===== src/rtl/zoom_sequencer_if.sv =====
// Frame-control bus between zoom_sequencer (master) and the scheduler/display side (slave).
interface zoom_sequencer_if #(
  parameter int WIDTH  = 32,
  parameter int ITER_W = 16
);
  logic              pause;
  logic              frame_busy;
  logic              frame_done;
  logic              disp_frame_done;
  logic              frame_start;
  logic [WIDTH-1:0]  c_re_start;
  logic [WIDTH-1:0]  c_im_start;
  logic [WIDTH-1:0]  step;
  logic [ITER_W-1:0] max_iter;
  logic              zoom_out;
  logic [15:0]       frame_count;

  modport master (
    input  pause, frame_busy, frame_done, disp_frame_done,
    output frame_start, c_re_start, c_im_start, step, max_iter, zoom_out, frame_count
  );

  modport slave (
    output pause, frame_busy, frame_done, disp_frame_done,
    input  frame_start, c_re_start, c_im_start, step, max_iter, zoom_out, frame_count
  );
endinterface


===== src/rtl/zoom_sequencer.sv =====
// Frame-level zoom controller: issues frame_start, then computes the next viewport serially.
// Optional macro ZOOM_BOUNCE_EN: reverse into zoom-out at the depth limit instead of restarting.
module zoom_sequencer #(
  parameter int               WIDTH         = 32,
  parameter int               ITER_W        = 16,
  parameter int               H_RES         = 320,
  parameter int               V_RES         = 172,
  parameter logic [WIDTH-1:0] INIT_STEP     = 32'h0026_6666,
  parameter logic [WIDTH-1:0] TARGET_RE     = 32'hF414_7AE1,
  parameter logic [WIDTH-1:0] TARGET_IM     = 32'h01CF_DF3B,
  parameter int               ZOOM_SHIFT    = 6,
  parameter logic [WIDTH-1:0] MIN_STEP      = 32'h0000_0010,
  parameter int               MAX_ITER_INIT = 256,
  parameter int               MAX_ITER_CAP  = 1024,
  parameter int               ITER_INC      = 1
) (
  input logic             clk,
  input logic             rst_n_in,
  zoom_sequencer_if.master bus
);

  localparam logic [8:0]        MUL_H   = 9'(H_RES / 2);
  localparam logic [8:0]        MUL_V   = 9'(V_RES / 2);
  localparam logic [WIDTH-1:0]  RE0     = TARGET_RE - WIDTH'((H_RES / 2) * INIT_STEP);
  localparam logic [WIDTH-1:0]  IM0     = TARGET_IM - WIDTH'((V_RES / 2) * INIT_STEP);
  localparam logic [ITER_W-1:0] IT_INIT = ITER_W'(MAX_ITER_INIT);
  localparam logic [ITER_W-1:0] IT_CAP  = ITER_W'(MAX_ITER_CAP);
  localparam logic [ITER_W-1:0] IT_INC  = ITER_W'(ITER_INC);

  typedef enum logic [2:0] {BOOT, START, RUN, CALC, SYNC} state_t;

  state_t            state, state_nx;
  logic              start_o, accept, commit;
  logic [3:0]        cnt;
  logic [WIDTH-1:0]  acc_h, acc_v, mcand;
  logic              disp_seen;
  logic [WIDTH-1:0]  step_q, re_q, im_q;
  logic [ITER_W-1:0] iter_q;
  logic              zoom_q;
  logic [15:0]       fcnt_q;

  logic [WIDTH-1:0]  delta, next_step, next_delta;
  logic              lim_in, clamp;
  logic [ITER_W-1:0] iter_up, iter_dn;

  always_ff @(posedge clk or negedge rst_n_in)
    if (!rst_n_in) state <= BOOT;
    else           state <= state_nx;

  always_comb begin
    state_nx = state;
    start_o  = 1'b0;
    accept   = 1'b0;
    commit   = 1'b0;
    case (state)
      BOOT:  state_nx = START;
      START: begin start_o = 1'b1; state_nx = RUN; end
      RUN:   if (bus.frame_done && !bus.frame_busy) begin accept = 1'b1; state_nx = CALC; end
      CALC:  if (cnt == 4'd8) state_nx = SYNC;
      SYNC:  if (disp_seen && !bus.pause) begin commit = 1'b1; state_nx = START; end
      default: state_nx = BOOT;
    endcase
  end

  // step is frozen until commit, so next_step is stable for the whole multiply
  assign delta      = $signed(step_q) >>> ZOOM_SHIFT;
  assign next_step  = zoom_q ? step_q + delta : step_q - delta;
  assign next_delta = $signed(next_step) >>> ZOOM_SHIFT;
  // also limited once the following step could no longer move, so a reversal can still grow
  assign lim_in     = !zoom_q && (($signed(next_step) < $signed(MIN_STEP)) || (next_delta == '0));
  assign clamp      = zoom_q && ($signed(next_step) >= $signed(INIT_STEP));
  assign iter_up    = (iter_q >= IT_CAP - IT_INC)  ? IT_CAP  : iter_q + IT_INC;
  assign iter_dn    = (iter_q <= IT_INIT + IT_INC) ? IT_INIT : iter_q - IT_INC;

  always_ff @(posedge clk or negedge rst_n_in)
    if (!rst_n_in) begin
      cnt       <= '0;
      acc_h     <= '0;
      acc_v     <= '0;
      mcand     <= '0;
      disp_seen <= 1'b1;
      step_q    <= INIT_STEP;
      re_q      <= RE0;
      im_q      <= IM0;
      iter_q    <= IT_INIT;
      zoom_q    <= 1'b0;
      fcnt_q    <= '0;
    end else begin
      if (bus.disp_frame_done)  disp_seen <= 1'b1;
      else if (state == START)  disp_seen <= 1'b0;

      // serial shift-add, LSB of the constant multiplier first
      if (accept) begin
        fcnt_q <= fcnt_q + 16'd1;
        cnt    <= '0;
        acc_h  <= '0;
        acc_v  <= '0;
        mcand  <= next_step;
      end else if (state == CALC) begin
        if (MUL_H[cnt]) acc_h <= acc_h + mcand;
        if (MUL_V[cnt]) acc_v <= acc_v + mcand;
        mcand <= mcand << 1;
        cnt   <= cnt + 4'd1;
      end

      if (commit) begin
        if (lim_in) begin
`ifdef ZOOM_BOUNCE_EN
          zoom_q <= 1'b1;
`else
          step_q <= INIT_STEP;
          re_q   <= RE0;
          im_q   <= IM0;
          iter_q <= IT_INIT;
`endif
        end else if (clamp) begin
          step_q <= INIT_STEP;
          re_q   <= RE0;
          im_q   <= IM0;
          zoom_q <= 1'b0;
          iter_q <= iter_dn;
        end else begin
          step_q <= next_step;
          re_q   <= TARGET_RE - acc_h;
          im_q   <= TARGET_IM - acc_v;
          iter_q <= zoom_q ? iter_dn : iter_up;
        end
      end
    end

  assign bus.frame_start = start_o;
  assign bus.c_re_start  = re_q;
  assign bus.c_im_start  = im_q;
  assign bus.step        = step_q;
  assign bus.max_iter    = iter_q;
  assign bus.zoom_out    = zoom_q;
  assign bus.frame_count = fcnt_q;

endmodule

===== src/flat_wrapper.sv =====
// flat-port wrapper written by rule: the top's interface ports become plain ports
module zoom_sequencer_flat 
#(
  parameter int               WIDTH         = 32,
  parameter int               ITER_W        = 16,
  parameter int               H_RES         = 320,
  parameter int               V_RES         = 172,
  parameter logic [WIDTH-1:0] INIT_STEP     = 32'h0026_6666,
  parameter logic [WIDTH-1:0] TARGET_RE     = 32'hF414_7AE1,
  parameter logic [WIDTH-1:0] TARGET_IM     = 32'h01CF_DF3B,
  parameter int               ZOOM_SHIFT    = 6,
  parameter logic [WIDTH-1:0] MIN_STEP      = 32'h0000_0010,
  parameter int               MAX_ITER_INIT = 256,
  parameter int               MAX_ITER_CAP  = 1024,
  parameter int               ITER_INC      = 1
)
  (clk, rst_n_in, bus_pause, bus_frame_busy, bus_frame_done, bus_disp_frame_done, bus_frame_start, bus_c_re_start, bus_c_im_start, bus_step, bus_max_iter, bus_zoom_out, bus_frame_count);
  zoom_sequencer_if #(.WIDTH(WIDTH), .ITER_W(ITER_W)) bus_i ();
  input logic clk;
  input logic rst_n_in;
  input wire logic [$bits(bus_i.pause)-1:0] bus_pause;
  input wire logic [$bits(bus_i.frame_busy)-1:0] bus_frame_busy;
  input wire logic [$bits(bus_i.frame_done)-1:0] bus_frame_done;
  input wire logic [$bits(bus_i.disp_frame_done)-1:0] bus_disp_frame_done;
  output wire logic [$bits(bus_i.frame_start)-1:0] bus_frame_start;
  output wire logic [$bits(bus_i.c_re_start)-1:0] bus_c_re_start;
  output wire logic [$bits(bus_i.c_im_start)-1:0] bus_c_im_start;
  output wire logic [$bits(bus_i.step)-1:0] bus_step;
  output wire logic [$bits(bus_i.max_iter)-1:0] bus_max_iter;
  output wire logic [$bits(bus_i.zoom_out)-1:0] bus_zoom_out;
  output wire logic [$bits(bus_i.frame_count)-1:0] bus_frame_count;
  assign bus_i.pause = bus_pause;
  assign bus_i.frame_busy = bus_frame_busy;
  assign bus_i.frame_done = bus_frame_done;
  assign bus_i.disp_frame_done = bus_disp_frame_done;
  assign bus_frame_start = bus_i.frame_start;
  assign bus_c_re_start = bus_i.c_re_start;
  assign bus_c_im_start = bus_i.c_im_start;
  assign bus_step = bus_i.step;
  assign bus_max_iter = bus_i.max_iter;
  assign bus_zoom_out = bus_i.zoom_out;
  assign bus_frame_count = bus_i.frame_count;
  zoom_sequencer #(.WIDTH(WIDTH), .ITER_W(ITER_W), .H_RES(H_RES), .V_RES(V_RES), .INIT_STEP(INIT_STEP), .TARGET_RE(TARGET_RE), .TARGET_IM(TARGET_IM), .ZOOM_SHIFT(ZOOM_SHIFT), .MIN_STEP(MIN_STEP), .MAX_ITER_INIT(MAX_ITER_INIT), .MAX_ITER_CAP(MAX_ITER_CAP), .ITER_INC(ITER_INC)) u_core (.clk(clk), .rst_n_in(rst_n_in), .bus(bus_i));
endmodule

===== config.mk =====
export PLATFORM = sky130hd
export DESIGN_NAME = zoom_sequencer_flat
export DESIGN_NICKNAME = d
export VERILOG_FILES = /design/src/rtl/zoom_sequencer_if.sv /design/src/rtl/zoom_sequencer.sv /design/src/flat_wrapper.sv
export SDC_FILE = /design/constraint.sdc
export NUM_CORES = 1
export LEC_CHECK = 0
export CELL_PAD_IN_SITES_DETAIL_PLACEMENT = 0
export CELL_PAD_IN_SITES_GLOBAL_PLACEMENT = 1
export CORE_UTILIZATION = 40
export CTS_BUF_LIST = sky130_fd_sc_hd__clkbuf_4 sky130_fd_sc_hd__clkbuf_8
export DETAILED_ROUTE_END_ITERATION = 16
export PLACE_DENSITY = 0.84
export SLEW_MARGIN = 30
export SYNTH_ARGS = -nofsm -noshare
export SYNTH_HDL_FRONTEND = slang
export SYNTH_SLANG_ARGS = --single-unit
export TNS_END_PERCENT = 1

===== constraint.sdc =====
create_clock -name clk -period 9.8 [get_ports clk]
set_input_delay 2.45 -clock clk [delete_from_list [all_inputs] [get_ports clk]]
set_output_delay 2.45 -clock clk [all_outputs]
set_load 0.02 [all_outputs]

==> impl_results.md <==
* Startpoint types: flop
* Starting DRT DRC Count at 940
* Vias in the first global route at 13,000
* Wl on met1 at 19,600 um
* Clock sink total at 232
* Drt drc at 0
* Fillers at 3,673
* Setup violations, final at 0
* Cells on worst reg2reg path at 15
* Vias after detailed routing at 13,300
* GRT Total Usage at 22.8%
* RR Startpoint: u_core.bus.step[6]
* Maxcap violations at 0
* Initial antenna violation count at 0
* Design Area, Final at 0.0181 mm2
* Cells after Synth at 1,728
* DRT antenna net count at 0
* Crit path max fanout at 25
* Synth Flop Type: dfrtp_1
* Flop-to-flop setup slack at 4.45 ns
* Root Driver: clkbuf_8
* P&R area growth vs syn at 18.4%
* Die X-Extent at 197 um
* Last weighted congestion value of the routability-driven placer at 0.928
* Worst Setup End Kind: flop
* Die height at 197 um
* Crit-path leading delay family: compound AO/OA/AOI/OAI gates
* Syn Nets at 1,836
* Critical path type: reg2reg
* RSZ-0062 raised after global routing: no
* Total Wirelength at 43,900 um
* CTS tree: yes
* Max Slew Vio Count at 0
* Clock Latency Late Sink at 0.62 ns
* Seq cells post-synth at 232
* Area of the multi-input gates at 0.00888 mm2
* Synth area leaders: dfrtp_1, dfstp_2, ha_1
* Fin crit period at 5.35 ns
* GRT overflow at 0
* IO Port Bufs at 134
* Status: complete, no violations
* CP startpoint: u_core.bus.step[6]
* Post-CTS Setup Bufs at 0
* Fraction of layout cells with a size suffix above 1 at 10.1%
* Fin crit share at 54.6%
* First-pass GRT wire length at 70,700 um
* Area of the die at 0.0390 mm2
* Slowest stage cell, crit path: a2111oi_2
* Req. time, crit path at 10.34 ns
* Reg-to-Reg End: u_core.bus.max_iter[15]
* Worst-path clk slew at 0.06 ns
* Crit. path cell count at 15
* Metal3 WL at 2260 um
* Top cell type's share of synthesized area at 30.0%
* Maximum clock rate at 0.187 GHz
* Top cells by count, synth: nand2_1, dfrtp_1, nor2_1
* Asr flop ratio synth at 100%
* Number of synthesized flops with an enable pin at 0
* Slowest cell delay on critical path at 0.60 ns
* H-tree lvl count at 2
* Register area at 0.00587 mm2
* Crit path arrival time at 5.89 ns
* Core ar. at 0.0377 mm2
* Placed Area at 0.0171 mm2
* Initial Utilization at 40.6%
* Seq/Total Area, Yosys at 38.4%
* DR vias/cell at 5.56
* Total chip power at 5.46 mW
* Leakage power at 7.93 nW
* Min-Delay Path Class: reg2reg
* Slew HR at 39.3%
* Total Neg Setup Slack at 0 ns
* Synth area leader: dfrtp_1
* Peak VDD IR at 132 uV
* CP endpoint: u_core.bus.max_iter[15]
* Floorplan row count at 71
* Hold Buf Count CTS at 0
* Routed wl met2 at 20,900 um
* Worst-path cell chain: ha_1 > inv_1 > fa_1 > a211oi_2 > o211ai_2 > a2111oi_2 > nor4_1 > nor3b_2 > a211oi_1 > or4b_1 > o2111ai_1 > o41a_2 > buf_4 > nand2_1 > a21oi_1
* CTS buffer count at 44
* CTS max path bufs at 3
* Post-synth design cell area at 0.0153 mm2
* WP buf/inv at 2
* Top routing layer used: met4
* Yosys warning total at 0
* Synth cell types at 78
* Count leader, synth: nand2_1
* Per-cell routed wire length at 18.4 um
* Resized cells post-CTS at 0
* Clock skew at 0.0148 ns
* Hold Fails Final Rpt at 0
* Worst-margin pin slew at 0.911 ns
* ANT cells at 0
* Largest net degree at the start of global routing at 97
* Drt first pass iters at 6
* Mean Syn Cell Area at 8.84 um2
* Hpwl dp at 31,400 um
* IO Pins at 136
* PwrDens at 302 mW/mm2
* Layout Nets at 1,952
logic make-up (layout without fill, tap and decap cells):
group / Yosys count / in the layout / synth area share (%)
adders and majority gates: 102 / 102 / 8.50
muxes: 7 / 7 / 0.475
and+or+nand+nor: 608 / 608 / 18.6
DFF: 232 / 232 / 38.4
buffers and inverters: 143 / 294 / 3.74
xor gates and xnor gates: 146 / 146 / 8.37
AOI/OAI and AO/OA: 489 / 489 / 21.9
other: 1 / 1 / 0.0245
flip-flops by register name (all words and copies together) (netlist names):
name and flops:
u_core.acc_h 32, u_core.acc_v 32, u_core.bus.c_im_start 32, u_core.bus.c_re_start 32, u_core.bus.step 32, u_core.mcand 32, u_core.bus.frame_count 16, u_core.bus.max_iter 16
u_core.cnt 4, u_core.state 3, u_core.disp_seen 1
where the power goes:
| group | switching (mW) | internal (mW) |
|---|---|---|
| clock network | 0.448 | 0.613 |
| registers | 0.373 | 1.22 |
| logic | 1.68 | 1.12 |
metal layers:
| layer | up-vias | track usage (%) |
|---|---|---|
| met5 | - | 0 |
| met4 | 0 | 7.09 |
| met3 | 81 | 3.94 |
| met2 | 319 | 38.5 |
| met1 | 6408 | 29.6 |
| li1 | 6481 | - |
worst register-to-register path: stages (launching register included):
cell	delay, ns
dfstp_2	0.55
ha_1	0.16
inv_1	0.05
fa_1	0.42
a211oi_2	0.30
o211ai_2	0.18
a2111oi_2	0.60
nor4_1	0.16
nor3b_2	0.30
a211oi_1	0.14
or4b_1	0.50
o2111ai_1	0.27
o41a_2	0.58
buf_4	0.56
nand2_1	0.29
a21oi_1	0.21
stage by stage:
stage,setup slack (ns),hold slack [ns],util [%],instances
floorplan,5.48,0.418,-,1728
CTS,4.47,0.462,47.9,2388
global placement,4.61,0.439,45.3,2307
global route,4.08,0.482,48.0,2390
finish,4.45,0.463,48.0,2390
detailed placement,4.51,0.453,45.3,2307
layout make-up:
class	instances	share of cell area, %
Clock buffer	72	4.79
Clock inverter	9	0.595
Inverter	65	1.35
Multi-Input combinational cell	1353	49.1
Sequential cell	232	32.4
Tap cell	511	3.53
Timing Repair Buffer	148	8.24
worst min-delay path by stage:
stage | startpoint | end | slack [ns] | depth (start not counted)
3_5_place_dp | u_core.acc_h[0] | u_core.bus.c_re_start[0] | 0.45 | 1
3_3_place_gp | u_core.acc_h[0] | u_core.bus.c_re_start[0] | 0.44 | 1
4_1_cts | u_core.acc_h[0] | u_core.bus.c_re_start[0] | 0.46 | 1
5_1_grt | u_core.acc_h[0] | u_core.bus.c_re_start[0] | 0.48 | 1
6_report | u_core.acc_h[0] | u_core.bus.c_re_start[0] | 0.46 | 1
2_1_floorplan | u_core.acc_v[0] | u_core.bus.c_im_start[0] | 0.42 | 1
layout by cell type (no fill, tap or decap), types with 20 or more instances in the layout:
| master | count |
|---|---|
| dfrtp_1 | 183 |
| inv_1 | 65 |
| and3_1 | 26 |
| nand3_1 | 92 |
| ha_1 | 99 |
| clkbuf_8 | 52 |
| nor2_1 | 144 |
| nand2b_1 | 22 |
| xnor2_1 | 78 |
| dfstp_2 | 49 |
| a21oi_1 | 93 |
| nor3_1 | 31 |
| o21ai_0 | 105 |
| a31oi_1 | 56 |
| xor2_1 | 68 |
| a21o_1 | 55 |
| clkdlybuf4s50_1 | 133 |
| nand2_1 | 195 |
| o31ai_1 | 51 |
| clkbuf_4 | 20 |
No activity file was read; power rests on OpenSTA's default activity.
